[config.mk]
export PLATFORM = sky130hd
export DESIGN_NAME = layer_sequencer
export DESIGN_NICKNAME = d
export VERILOG_FILES = /design/src/rtl/layer_sequencer.sv
export SDC_FILE = /design/constraint.sdc
export NUM_CORES = 1
export LEC_CHECK = 0
export CORE_ASPECT_RATIO = 1.25
export CORE_MARGIN = 1.5
export CORE_UTILIZATION = 50
export DETAILED_ROUTE_END_ITERATION = 8
export HOLD_SLACK_MARGIN = 0.1
export PLACE_DENSITY = 0.79
export REMOVE_ABC_BUFFERS = 1
export SYNTH_ARGS = -nofsm -noshare
export SYNTH_HDL_FRONTEND = slang
export SYNTH_SLANG_ARGS = --single-unit
[constraint.sdc]
create_clock -name clk -period 2.36 [get_ports clk]
set_input_delay 0.236 -clock clk [delete_from_list [all_inputs] [get_ports clk]]
set_output_delay 0.236 -clock clk [all_outputs]
set_load 0.02 [all_outputs]
[src/rtl/layer_sequencer.sv]
// Control sequencer for a fully-connected network: drives one shared MAC and
// activation unit neuron by neuron and writes results into ping-pong hidden banks.
module layer_sequencer #(
    parameter  int N_IN        = 8,
    parameter  int N_NEU       = 4,
    parameter  int N_LAYER     = 3,
    parameter  int MAC_LAT     = 1,
    parameter  int ACT_TIMEOUT = 64,
    localparam int LW  = (N_LAYER > 1) ? $clog2(N_LAYER) : 1,
    localparam int NW  = (N_NEU > 1) ? $clog2(N_NEU) : 1,
    localparam int IMX = (N_IN > N_NEU) ? N_IN : N_NEU,
    localparam int IW  = (IMX > 1) ? $clog2(IMX) : 1,
    localparam int WN  = N_IN*N_NEU + (N_LAYER-1)*N_NEU*N_NEU,
    localparam int WAW = (WN > 1) ? $clog2(WN) : 1
) (
    input  logic           clk,
    input  logic           rst,
    input  logic           start,
    input  logic           act_ready,
    output logic           busy,
    output logic           done,
    output logic           err,
    output logic [LW-1:0]  layer,
    output logic [NW-1:0]  neuron,
    output logic [IW-1:0]  in_idx,
    output logic           in_sel,
    output logic           rd_bank,
    output logic [WAW-1:0] w_addr,
    output logic           mac_clr,
    output logic           mac_en,
    output logic           mac_last,
    output logic           act_start,
    output logic           wr_en,
    output logic           wr_bank,
    output logic [NW-1:0]  wr_addr,
    output logic [15:0]    sample_cnt
);
    localparam int CMX = (MAC_LAT > ACT_TIMEOUT) ? MAC_LAT : ACT_TIMEOUT;
    localparam int CW  = $clog2(CMX + 1);

    typedef enum logic [2:0] {
        S_IDLE, S_CLEAR, S_MAC, S_DRAIN, S_ACT, S_WAIT, S_WRITE, S_DONE
    } state_t;

    state_t         r_state;
    logic [LW-1:0]  r_layer;
    logic [NW-1:0]  r_neuron;
    logic [IW-1:0]  r_in_idx;
    logic [WAW-1:0] r_w_addr;
    logic [CW-1:0]  r_cnt;
    logic           r_err;
    logic [15:0]    r_sample_cnt;

    logic [IW-1:0]  w_fan_m1;
    logic           w_last_term;

    assign w_fan_m1    = (r_layer == '0) ? IW'(N_IN-1) : IW'(N_NEU-1);
    assign w_last_term = (r_in_idx == w_fan_m1);

    always_ff @(posedge clk or posedge rst) begin
        if (rst) begin
            r_state      <= S_IDLE;
            r_layer      <= '0;
            r_neuron     <= '0;
            r_in_idx     <= '0;
            r_w_addr     <= '0;
            r_cnt        <= '0;
            r_err        <= 1'b0;
            r_sample_cnt <= '0;
        end else begin
            case (r_state)
                S_IDLE: if (start) begin
                    r_state  <= S_CLEAR;
                    r_layer  <= '0;
                    r_neuron <= '0;
                    r_w_addr <= '0;
                    r_err    <= 1'b0;
                end
                S_CLEAR: begin
                    r_in_idx <= '0;
                    r_state  <= S_MAC;
                end
                S_MAC: begin
                    // weight pointer runs across neurons and layers without rewinding
                    r_w_addr <= r_w_addr + 1'b1;
                    if (w_last_term) begin
                        r_cnt   <= '0;
                        r_state <= S_DRAIN;
                    end else begin
                        r_in_idx <= r_in_idx + 1'b1;
                    end
                end
                S_DRAIN: begin
                    if (r_cnt == CW'(MAC_LAT-1)) begin
                        r_cnt   <= '0;
                        r_state <= S_ACT;
                    end else begin
                        r_cnt <= r_cnt + 1'b1;
                    end
                end
                S_ACT: begin
                    r_cnt   <= '0;
                    r_state <= S_WAIT;
                end
                S_WAIT: begin
                    if (act_ready) begin
                        r_state <= S_WRITE;
                    end else if (r_cnt == CW'(ACT_TIMEOUT-1)) begin
                        r_state  <= S_IDLE;
                        r_err    <= 1'b1;
                        r_layer  <= '0;
                        r_neuron <= '0;
                        r_in_idx <= '0;
                        r_w_addr <= '0;
                        r_cnt    <= '0;
                    end else begin
                        r_cnt <= r_cnt + 1'b1;
                    end
                end
                S_WRITE: begin
                    if (r_neuron != NW'(N_NEU-1)) begin
                        r_neuron <= r_neuron + 1'b1;
                        r_state  <= S_CLEAR;
                    end else if (r_layer != LW'(N_LAYER-1)) begin
                        r_layer  <= r_layer + 1'b1;
                        r_neuron <= '0;
                        r_state  <= S_CLEAR;
                    end else begin
                        r_state <= S_DONE;
                    end
                end
                S_DONE: begin
                    r_sample_cnt <= r_sample_cnt + 1'b1;
                    r_state      <= S_IDLE;
                    r_layer      <= '0;
                    r_neuron     <= '0;
                    r_in_idx     <= '0;
                    r_w_addr     <= '0;
                end
                default: r_state <= S_IDLE;
            endcase
        end
    end

    // Layer L reads the bank layer L-1 wrote; layer 0 reads the external input.
    assign busy       = (r_state != S_IDLE);
    assign done       = (r_state == S_DONE);
    assign err        = r_err;
    assign layer      = r_layer;
    assign neuron     = r_neuron;
    assign in_idx     = r_in_idx;
    assign in_sel     = (r_layer != '0);
    assign rd_bank    = (r_layer != '0) & ~r_layer[0];
    assign w_addr     = r_w_addr;
    assign mac_clr    = (r_state == S_CLEAR);
    assign mac_en     = (r_state == S_MAC);
    assign mac_last   = (r_state == S_MAC) & w_last_term;
    assign act_start  = (r_state == S_ACT);
    assign wr_en      = (r_state == S_WRITE);
    assign wr_bank    = r_layer[0];
    assign wr_addr    = r_neuron;
    assign sample_cnt = r_sample_cnt;
endmodule

# == After elaboration in Yosys (flattened, before gate mapping) ==
# Index checks and enable logic that the tools add are counted.
# totals
reg_bits,40
word_cells,90
out_inout_bits,42
# classes
n_bitwise,3
add_sub_neg,6
mux,34
n_reduce_logical,18
n_eq_ne,21
# ops
operator,n
2-to-1 mux 3 bit,10
2-to-1 mux 7 bit,4
one-hot mux 7 bit (4 select lines),1
one-hot mux 3 bit (8 select lines),1
one-hot mux 6 bit (4 select lines),1
2-to-1 mux 6 bit,3
adder 16 x 1 -> 16 bit (second input constant),1
inequality test 2 bit (second input constant),8
one-hot mux 2 bit (4 select lines),2
AND reduction 4 bit,4
2-to-1 mux 2 bit,7
== test 3 bit (second input constant),4
nonzero test 4 bit,3
one-hot mux 3 bit (3 select lines),1
adder 7 x 1 -> 7 bit (second input constant),1
== test 7 x 6 -> 1 bit (second input constant),1
zero test 7 bit,1
adder 6 x 1 -> 6 bit (second input constant),1
== test 3 x 2 -> 1 bit (second input constant),2
AND reduction 6 bit,1
nonzero test 3 bit,2
AND reduction 5 bit,1
adder 2 x 1 -> 2 bit (second input constant),2
inequality test 2 x 1 -> 1 bit (second input constant),2
other kinds (14),18

# == Longest topological paths before layout ==
# Gate-level depths: netlist of run 1.
# depth
word_depth,5
mapped_depth,7
depth_no_buf,7

# == Worst setup path after synthesis of run 1 ==
# No wires, ideal clock.
# synth_timing
path_kind,reg-to-reg
start,register r_cnt[0]
end,register r_cnt[0]
setup_time_ps,125
path_stages_with_launch,8
path_buffers,0
arrival_ps,1698
path_slack_ps,537
path_cell_list,dfrtp_1 > inv_1 > ha_1 > or4b_1 > nor3_2 > o32a_2 > nor2_2 > mux2_4
# synth_via
elab_chain_len,4
word_cells_on_any_way,7
# synth_rtl
item,line,text
start: declaration,50,logic [CW-1:0] r_cnt;
start signal: assignment,98,r_cnt <= r_cnt + 1'b1;
start signal: assignment,117,r_cnt <= r_cnt + 1'b1;
adder 7 x 1 -> 7 bit or == test 7 x 6 -> 1 bit (tied branches),"98, 117, 108",
2-to-1 mux 7 bit,108,end else if (r_cnt == CW'(ACT_TIMEOUT-1)) begin
2-to-1 mux 7 bit,106,if (act_ready) begin
one-hot mux 7 bit (4 select lines) (*),71,case (r_state)
# Every way passes the cells marked *; elsewhere a longest branch is shown, timed or not. The select of a mux whose other input is x is not followed.
# A chain may end at the register's enable or synchronous reset.

# == Final worst setup path of run 1 ==
# layout_timing
start,register r_state[2]
end,output busy
# layout_via
elab_chain_len,1
# layout_rtl
item,line,text
start: declaration,45,state_t r_state;
start signal: assignment,62,r_state <= S_IDLE;
start signal: assignment,73,r_state <= S_CLEAR;
start signal: assignment,81,r_state <= S_MAC;
nonzero test 3 bit,146,assign busy = (r_state != S_IDLE);
end: declaration,20,"output logic busy,"
# Every way passes these cells.

==> summary.txt, run 1 <==
Worst setup path
  • Setup CP Type: reg2out
  • Worst Path Max Fanout: 8
  • R2R Path End: r_cnt[0]
  • R2R depth: 7
  • Worst path slowest cell: clkdlybuf4s50_1
  • Flop-to-flop setup slack: between 0.3 and 0.4 ns
  • CP Cell Sequence: buf_4 > or3_1 > clkdlybuf4s50_1
  • WP buf/inv: 2
  • CP delay by family, top: buffers and inverters
  • Worst setup SP type: flip-flop
  • Crit path DAT: ~1.9 ns
  • Crit path capture type: primary output
  • CP max stage delay: between 0.5 and 0.6 ns
  • RR Startpoint: layer[0]
  • Req. time, crit path: about 2.1 ns

Die
  • Num ports: 46
  • Die area: between 4000 and 5000 µm²
  • Initial Utilization: between 50% and 60%
  • Die H: between 70 and 80 µm
  • Placement Rows: 26
  • Placeable Area: ~4100 µm²
  • Die Wd: around 62 µm

Logic synthesis
  • Cell area after synthesis: ~2200 µm²
  • Seq cells post-synth: 40
  • Async SR Flop Fraction: 100%
  • Sequential area share after synthesis: 45.9%
  • Synth top area cells: dfrtp_1, xnor2_1, ha_1
  • Mean post-synth cell area: between 9 and 10 µm²
  • Post-synth cell types: 45
  • Synth top area share: 45.9%
  • Warnings, synthesis: 0
  • Primary FF master, synth: dfrtp_1
  • Synth area leader: dfrtp_1
  • Post-Syn Instances: ~230
  • Post-synth EDFFs: 0

Power and ir drop
  • Overall power: between 2000 and 3000 µW
  • P per Cell Area: about 1000 nW/µm²
  • Leakage power: around 0.0013 µW
  • Max IR drop VDD: ~0.00066 V

Timing
  • Max Fclk: around 460 MHz
  • Setup TNS Final: 0 ns
  • Max Clock Skew: 0.00774 ns
  • Final min period: 2.16 ns
  • Worst-Margin Slew: a little under 0.5 ns
  • Fin. Hold Viols: 0
  • Max Slew Vio Count: 0
  • Tcrit/Tclk final: between 90% and 100%
  • RSZ-0062 raised after global routing: no
  • Relative slew margins: between 60 and 70%
  • Setup violations, final: 0

Finish
  • Synthesis-to-layout area growth: 28.1%
  • # diodes: 0
  • Fin area: ~2800 µm²
  • Commonest cells after routing, fill and taps aside: clkdlybuf4s50_1, dfrtp_1, nor2_1, nand2_1, o21ai_0
  • Fill cells: ~350
  • Fin nets: around 290
  • Commonest non-fill, non-tap cell in the layout: clkdlybuf4s50_1
  • Fraction of layout cells with a size suffix above 1: about 8.3%

CTS
  • CTS Buffer Depth: 2
  • CTS Buf Count: 5
  • CTS sink cnt: 40
  • Root Buffer Master: clkbuf_8
  • Clk Latency, worst-skew pair: 0.29 ns
  • Hold buffers post-CTS: 0
  • CTS tree: built
  • Reg clk slew, reported paths: roughly 0.080 ns
  • Post-CTS Setup Repair Bufs: 0
  • H-Tree Depth: 2

Routing
  • TritonRoute pass-1 iters: 4
  • Drt wl/cell: approximately 14 µm
  • Final ANT Viol Nets: 0
  • WL final: roughly 4.6 mm
  • Vias: roughly 1.8k
  • Drt drc: 0
  • Vias per cell: 5.53
  • DR iter-0 viols: 64

Hold path
  • Hold Path Class: in2async

Outcome
  • Status: complete, no violations

Place
  • Routability cong.: slightly above 0.9
  • Area after DPL: approximately 2700 µm²
  • DP Wirelength: about 3.3 mm
  • Port-buffer cells: 45

Global route
  • Initial antenna violation count: 0
  • Largest net degree at the start of global routing: just over 40
  • Vias in the first global route: 1687
  • GRT Residual Overflow: 0
  • Total track usage: between 20% and 30%
  • Global-route wire length before repair: between 7 and 8 mm

Run
  • Max_cap viols: 0
==> repair_timing <==
item	in CTS	in global routing
pin swaps	0	0
endpoints found under the hold margin	0	0
endpoints found under the setup margin	1	2
gates resized for setup	1	2
==> cells by family (layout without fill, tap and decap cells) <==
kind of cell / after synthesis / after routing / share of synthesized area [%]
buffers and inverters: 16 / 67 / 3.38
AND/OR/NAND/NOR: 89 / 89 / 21.5
flip-flops: 40 / 40 / 45.9
AO/OA/AOI/OAI: 50 / 50 / 15.2
adder cells (fa/ha/maj): 9 / 9 / 5.16
multiplexers: 2 / 2 / 1.20
XOR/XNOR: 19 / 19 / 7.63
==> metrics by stage <==
| stage | instances | hold slack [ns] | setup slack (ns) | utilization, % |
|---|---|---|---|---|
| 2_1_floorplan | 218 | 0.415 | 0.444 | - |
| 3_3_place_gp | 324 | 0.461 | 0.333 | 65.3 |
| 3_5_place_dp | 324 | 0.466 | 0.298 | 65.3 |
| 4_1_cts | 332 | 0.382 | 0.0911 | 67.5 |
| 5_1_grt | 332 | 0.430 | 0.146 | 67.6 |
| 6_report | 332 | 0.361 | 0.197 | 67.6 |
==> Yosys cell counts (all sizes together) (6+ instances only) <==
library cell / n
dfrtp: 40
nand2: 20
nor2: 20
o21ai: 15
xnor2: 14
ha: 9
a21oi: 8
inv: 8
and3: 7
nand3: 7
nand4: 7
nor2b: 7
a22o: 6
==> how the worst max path moves through the flow <==
stage	startpoint	end	slack, ns	cells after the start
floorplan	layer[0]	r_cnt[0]	0.44	7
global placement	r_state[2]	mac_en	0.33	4
detailed placement	r_state[2]	mac_en	0.30	4
CTS	r_state[2]	mac_en	0.09	4
global route	r_state[2]	busy	0.15	3
finish	r_state[2]	busy	0.20	3
==> report_power, final <==
part / switching (µW) / total (µW) / internal (µW)
registers: 147 / 966 / 819
clock network: 243 / 449 / 206
logic: 767 / 1360 / 592
==> sequential cells by signal (all words and copies together) (netlist names) <==
signal,flops
err,1
w_addr,6
in_idx,3
layer,2
neuron,2
r_cnt,7
r_state,3
sample_cnt,16
==> metal layers <==
| layer | wire length, µm | global-route usage, % | share of wire [%] | vias up |
|---|---|---|---|---|
| met2 | 2290 | 32.7 | 50 | 58 |
| met3 | 205 | 4.38 | 4.5 | 10 |
| li1 | - | - | - | 903 |
| met5 | 0 | 0 | 0 | - |
| met4 | 78 | 7.66 | 1.7 | 0 |
| met1 | 2010 | 26.7 | 44 | 864 |
==> worst register-to-register path: cells and delay by family (launching register included) <==
family / cells / cell delay (ns)
buffers and inverters: 1 / 0.12
xor gates and xnor gates: 1 / 0.21
and+or+nand+nor: 1 / 0.15
DFF: 1 / 0.41
AOI/OAI and AO/OA: 2 / 0.47
adders and majority gates: 1 / 0.24
muxes: 1 / 0.28
==> cell type report <==
type / instances / area (µm²) / area share, %
multi-input combinational: 169 / 1110 / 39.7
sequential: 40 / 1000 / 35.8
timing repair buffer: 50 / 493 / 17.6
tap: 56 / 70.1 / 2.51
clock buffer: 5 / 68.8 / 2.46
inverter: 9 / 33.8 / 1.21
clock inverter: 3 / 18.8 / 0.672
No activity file was read; power rests on OpenSTA's default activity.
==> run 2, diff against run 1 <==
==> constraint.sdc (replaced) <==
create_clock -name clk -period 2.7 [get_ports clk]
set_input_delay 0.27 -clock clk [delete_from_list [all_inputs] [get_ports clk]]
set_output_delay 0.27 -clock clk [all_outputs]
set_load 0.02 [all_outputs]
==> run 2 against run 1 <==
  * Power down 11%
  * Via count decreased by 0.11%
  * Final cell count decreased by 0.90%
  * Flip-flop and latch count unchanged
  * Register-to-register slack improved by 0.24 ns
  * Combinational power shrank 18%
  * Clock skew is 0.0012 ns lower
  * Clock power grew 7.6%
  * First-iteration DRC count rose by 45%
  * Hold slack improved by 0.034 ns
  * Non-clock buffer count fell by 3
  * Worst setup slack improved by 0.079 ns
  * Critical endpoint is now mac_en
  * Largest power group unchanged
  * Highest routed layer unchanged
==> summary.txt, run 2 (synthesis results as in run 1) <==
Worst setup path
  • Flop-to-flop setup slack: 0.62 ns (+0.24 ns)
  • R2R depth: 7 (unchanged)
  • Worst Path Max Fanout: 12 (+4)
  • R2R Path End: r_state[1]
  • Req. time, crit path: 2.43 ns (+0.31 ns)
  • Worst path slowest cell: clkdlybuf4s50_1
  • CP max stage delay: 0.63 ns (+0.06 ns)
  • CP Cell Sequence: nor2b_1 > nand2_2 > clkinv_1 > clkdlybuf4s50_1
  • Worst setup SP type: flip-flop
  • CP delay by family, top: buffers and inverters
  • Setup CP Type: reg2out
  • Crit path capture type: primary output
  • WP buf/inv: 2 (unchanged)
  • Crit path DAT: 2.15 ns (+0.22 ns)
  • RR Startpoint: r_state[0]

CTS
  • Post-CTS Resized: 0 (-1)
  • Root Buffer Master: clkbuf_8
  • Hold buffers post-CTS: 0 (unchanged)
  • CTS Buf Count: 5 (unchanged)
  • CTS tree: built
  • CTS sink cnt: 40 (unchanged)
  • Post-CTS Setup Repair Bufs: 0 (unchanged)
  • Clk Latency, worst-skew pair: 0.29 ns (about the same)
  • Reg clk slew, reported paths: 0.08 ns (about the same)
  • CTS Buffer Depth: 2 (unchanged)
  • H-Tree Depth: 2 (unchanged)

Finish
  • Fraction of layout cells with a size suffix above 1: 6.96% (-1.4 points)
  • Synthesis-to-layout area growth: 27.8%
  • Largest register FFs: 16 (unchanged)
  • Commonest cells after routing, fill and taps aside: clkdlybuf4s50_1, dfrtp_1, nor2_1, nand2_1, o21ai_0
  • # diodes: 0 (unchanged)
  • Fin nets: 285 (-1.0%)
  • Commonest non-fill, non-tap cell in the layout: clkdlybuf4s50_1
  • Util after Layout: 67.5% (-0.15 points)

Global route
  • Initial antenna violation count: 0 (unchanged)
  • GRT Residual Overflow: 0 (unchanged)
  • GR peak layer: met2
  • Largest net degree at the start of global routing: 41 (unchanged)
  • Total track usage: 21.1% (+0.48 points)
  • Global routing met1 resource utilization: 27.1% (+0.38 points)
  • Vias in the first global route: 1738 (+3.0%)
  • Met3 usage: 3.20% (-1.2 points)
  • Global-route wire length before repair: 7.71 mm (+2.3%)
  • GRT met2 Usage: 34.6% (+1.9 points)

Timing
  • Max Slew Vio Count: 0 (unchanged)
  • Tcrit/Tclk final: between 80 and 90%
  • RSZ-0062 raised after global routing: no
  • Relative slew margins: 67.6% (-0.16 points)
  • Worst hold slack: 0.395 ns (+0.0336 ns)
  • Setup TNS Final: 0 ns (unchanged)
  • Worst-Margin Slew: 0.486 ns (+0.00245 ns)
  • Max Clock Skew: 0.00651 ns (-0.00123 ns)
  • Setup violations, final: 0 (unchanged)
  • Max Fclk: 412 MHz
  • Fin. Hold Viols: 0 (unchanged)
  • Final min period: around 2.4 ns

Die
  • Placement Rows: 26 (unchanged)
  • Initial Utilization: 52.8% (unchanged)
  • Die H: 76.8 µm (unchanged)
  • Die Wd: 62.1 µm (unchanged)
  • Placeable Area: 4130 µm² (unchanged)
  • Die area: 4770 µm² (unchanged)
  • Num ports: 46 (unchanged)

Power and ir drop
  • Internal power component: 1480 µW (-8.4%)
  • Comb pwr share: 44.6% (-4.4 points)
  • NetSw: 1000 µW (-14%)
  • Sw Ratio: 40.3% (-1.4 points)
  • Clk network pwr share: 19.5% (+3.3 points)
  • Max IR drop VDD: 0.000566 V (-15%)
  • Reg power frac: 35.9% (+1.1 points)
  • P per Cell Area: 890 nW/µm² (-10%)
  • Leakage power: 0.00122 µW (-3.3%)

Routing
  • WL final: 4.56 mm (-0.65%)
  • Drt drc: 0 (unchanged)
  • Vias: 1833 (-0.11%)
  • Final ANT Viol Nets: 0 (unchanged)
  • DR iter-0 viols: 93 (+45%)
  • TritonRoute pass-1 iters: 4 (unchanged)
  • Drt wl/cell: 13.8 µm (+0.25%)
  • Vias per cell: 5.57 (+0.80%)

Place
  • DP Wirelength: 3.30 mm (-1.4%)
  • Routability cong.: 0.880 (-3.0%)
  • Port-buffer cells: 45 (unchanged)

Outcome
  • Status: complete, no violations

Run
  • Max_cap viols: 0 (unchanged)

Hold path
  • Hold Path Class: in2async
## run 2: layout make-up
cell class	count	area, µm²
fillers	337	1340
multi-input cells	169	1110
flip-flops and latches	40	1000
repair buffers	47	465
well taps	56	70.1
clock buffers	5	68.8
clock inverters	3	42.5
inverters	9	33.8
## run 2: worst max-delay path by stage
| stage | from | end | slack, ns | cells past startpoint |
|---|---|---|---|---|
| after CTS | r_state[1] | mac_en | 0.29 | 4 |
| final | r_state[1] | mac_en | 0.28 | 4 |
| after global routing | r_state[0] | mac_en | 0.16 | 4 |
| after global placement | r_state[1] | mac_en | 0.63 | 4 |
| after floorplan | layer[0] | r_cnt[0] | 0.78 | 7 |
| after detailed placement | r_state[1] | mac_en | 0.62 | 4 |
## run 2: tightest hold or removal path, delay by kind of cell
family   cells  cell delay, ns
buf+inv      3            0.86
## run 2: layer usage
layer	vias up	part of all wire (%)
li1	892	-
met1	855	43
met2	74	50
met3	12	5.4
met4	0	2.1
met5	-	0
## run 2: power by group through the flow
stage          logic, µW  registers (µW)  clock network [µW]
6_report            1110             892                 483
5_1_grt             1220             917                 510
4_1_cts             1110             890                 494
3_5_place_dp        1100             902                   0
3_3_place_gp        1090             897                   0
2_1_floorplan        588             987                   0
## run 2: through the flow
step                      cells  setup slack (ns)  instance area, µm²  total power (µW)
after floorplan             218             0.784                2140              1580
after global placement      321             0.634                2680              1980
after detailed placement    321             0.615                2680              2000
after CTS                   329             0.289                2790              2490
after global routing        329             0.156                2790              2650
final                       329             0.275                2790              2480
==> variant, RTL diff (settings of run 2) <==
Reset style: synchronous (`rst`), changed in one clocked block.
--- a/src/rtl/layer_sequencer.sv
+++ b/src/rtl/layer_sequencer.sv
@@ -57,7 +57,7 @@
     assign w_fan_m1    = (r_layer == '0) ? IW'(N_IN-1) : IW'(N_NEU-1);
     assign w_last_term = (r_in_idx == w_fan_m1);
 
-    always_ff @(posedge clk or posedge rst) begin
+    always_ff @(posedge clk) begin
         if (rst) begin
             r_state      <= S_IDLE;
             r_layer      <= '0;
Behaviour: differs if rst is asserted again (counterexample within 4 cycles, from zero or initial values and one cycle with rst high); with rst held inactive, the same outputs for 10 cycles.
==> variant against run 2 <==
  * Hold slack better by 0.10 ns
  * Sequential cell count stayed put
  * Routed wire length rose by 7.5%
  * Synthesized area is 0.11% lower
  * Count of clock-buffer cells in the layout did not move
  * Synthesized cell count is 17% higher
  * Worst setup slack about the same
  * Design area fell by 1.4%
  * Critical path depth decreased by 1
  * Critical endpoint is now act_start
  * Largest cell class unchanged
Power is not compared: it rests on default switching activity, and its combinational part moved more than twofold at a synthesized area within 25%.
==> variant: results (changes against run 2) <==
** STA
- The worst hold margin was 0.495 ns (+0.101 ns).

** Routing
- Vias post-DR :: 1999 (+9.1%)
- Vias per std cell :: 5.54 (-0.61%)
- Wire length on met1 :: 2120 um (+8.2%)
- Detailed Routing Iterations Pass 1 :: 5 (+1)
- Sum of met3 wire segment lengths after detailed routing :: 322 um (+30%)
- The detailed route wirelength on metal2 is 2380 um (+5.4%).
- The violation count after the first detailed-route iteration was 95 (+2.2%).

** Setup path
- The peak fanout along the critical path is 15 (+3).
- Slowest-stage cell, CP :: sky130_fd_sc_hd__dfxtp_1
- The worst reg-to-reg setup slack is 0.56 ns (-0.06 ns).
- The endpoint identified for the worst register-to-register timing path is r_cnt[5]$_SDFFE_PP0P_.

** Place
- The worst setup timing slack at the placement stage came to 0.576 ns (-0.0393 ns).
- Final HPWL from detailed placement :: 3580 um (+8.6%)

** Yosys
- Top cells by area in the synthesized netlist :: sky130_fd_sc_hd__dfxtp_1 (37%), sky130_fd_sc_hd__ha_1 (5.7%), sky130_fd_sc_hd__nand2_1 (5.3%), sky130_fd_sc_hd__nor2_1 (5.0%), sky130_fd_sc_hd__xnor2_1 (3.6%)
- Number of distinct library cells after synthesis :: 53 (+18%)
- The area fraction of the dominant cell type after synthesis was 0.368 (-0.0914).
- Fraction of the yosys area taken by sequential cells :: 0.368 (-0.0914)
- The mean area per synthesized cell was 8.25 um2 (-15%).
- The most used flip-flop cell after synthesis is sky130_fd_sc_hd__dfxtp_1.
- Top cells by instance count after synthesis :: sky130_fd_sc_hd__dfxtp_1 (40), sky130_fd_sc_hd__nand2_1 (31), sky130_fd_sc_hd__nor2_1 (29), sky130_fd_sc_hd__inv_1 (15)

** Global route
- Overall global routing resource usage :: 0.214 (+0.00316)
- Global routing usage on met1 :: 0.268 (-0.00260)
- Met2 Resource Use GR :: 0.336 (-0.00937)
- The maximum number of pins on one net before global-route repair was 26 (-37%).
- The global-route wire length before repair came to 7960 um (+3.3%).

** Layout
- Invs w/o clock :: 16 (+7)
- The area of combinational cells with multiple inputs is 1250 um2 (+13%).
- The proportion of cell area spent on the clock network came to 0.0405 (+0.000582).
- The total of plain and repair buffers excluding clock buffers came to 46 (-2.1%).
- The fill cell instance count of the final layout was 362 (+7.4%).

** Floorplanning
- The die area came to 4760 um2 (-0.11%).

** Outcome
- Result of the run :: complete, no violations

** Min path
- Hold Crit Class :: flip-flop to flip-flop
## variant: changes by cell type in the layout (fill, tap and decap cells not counted), moves of 5 or more
| cell | delta |
|---|---|
| sky130_fd_sc_hd__a22o_1 | -5 |
| sky130_fd_sc_hd__nand2_1 | +12 |
| sky130_fd_sc_hd__xnor2_1 | -5 |
| sky130_fd_sc_hd__inv_1 | +7 |
| sky130_fd_sc_hd__dfrtp_1 | -40 |
| sky130_fd_sc_hd__dfxtp_1 | +40 |
| sky130_fd_sc_hd__nor2_1 | +10 |
| sky130_fd_sc_hd__nand4_1 | -5 |
| sky130_fd_sc_hd__nor3_1 | +8 |
| sky130_fd_sc_hd__or3_1 | +6 |
## variant: how the worst max path moves through the flow
stage | start | endpoint | slack [ns] | cells past startpoint
global placement | r_state[2]$_SDFFE_PP0P_ | act_start | 0.62 | 3
global route | r_state[2]$_SDFFE_PP0P_ | act_start | 0.18 | 3
CTS | r_state[2]$_SDFFE_PP0P_ | act_start | 0.30 | 3
finish | r_state[2]$_SDFFE_PP0P_ | act_start | 0.28 | 3
floorplan | layer[0]$_SDFFE_PP0P_ | r_cnt[3]$_SDFFE_PP0P_ | 0.52 | 7
detailed placement | layer[1]$_SDFFE_PP0P_ | r_cnt[5]$_SDFFE_PP0P_ | 0.58 | 7
## variant: critical path, delay by kind of cell (launching register included)
kind | cells | cell delay (ns)
AND/OR/NAND/NOR | 2 | 0.66
flip-flops | 1 | 0.60
buffers and inverters | 1 | 0.60
## variant: cells by family after synthesis
logic type | after synthesis | synth area share
AOI/OAI and AO/OA | 54 | 0.176
xor gates and xnor gates | 11 | 0.0442
adders and majority gates | 10 | 0.0574
buffers and inverters | 29 | 0.0597
DFF | 40 | 0.368
muxes | 5 | 0.0236
and+or+nand+nor | 115 | 0.271
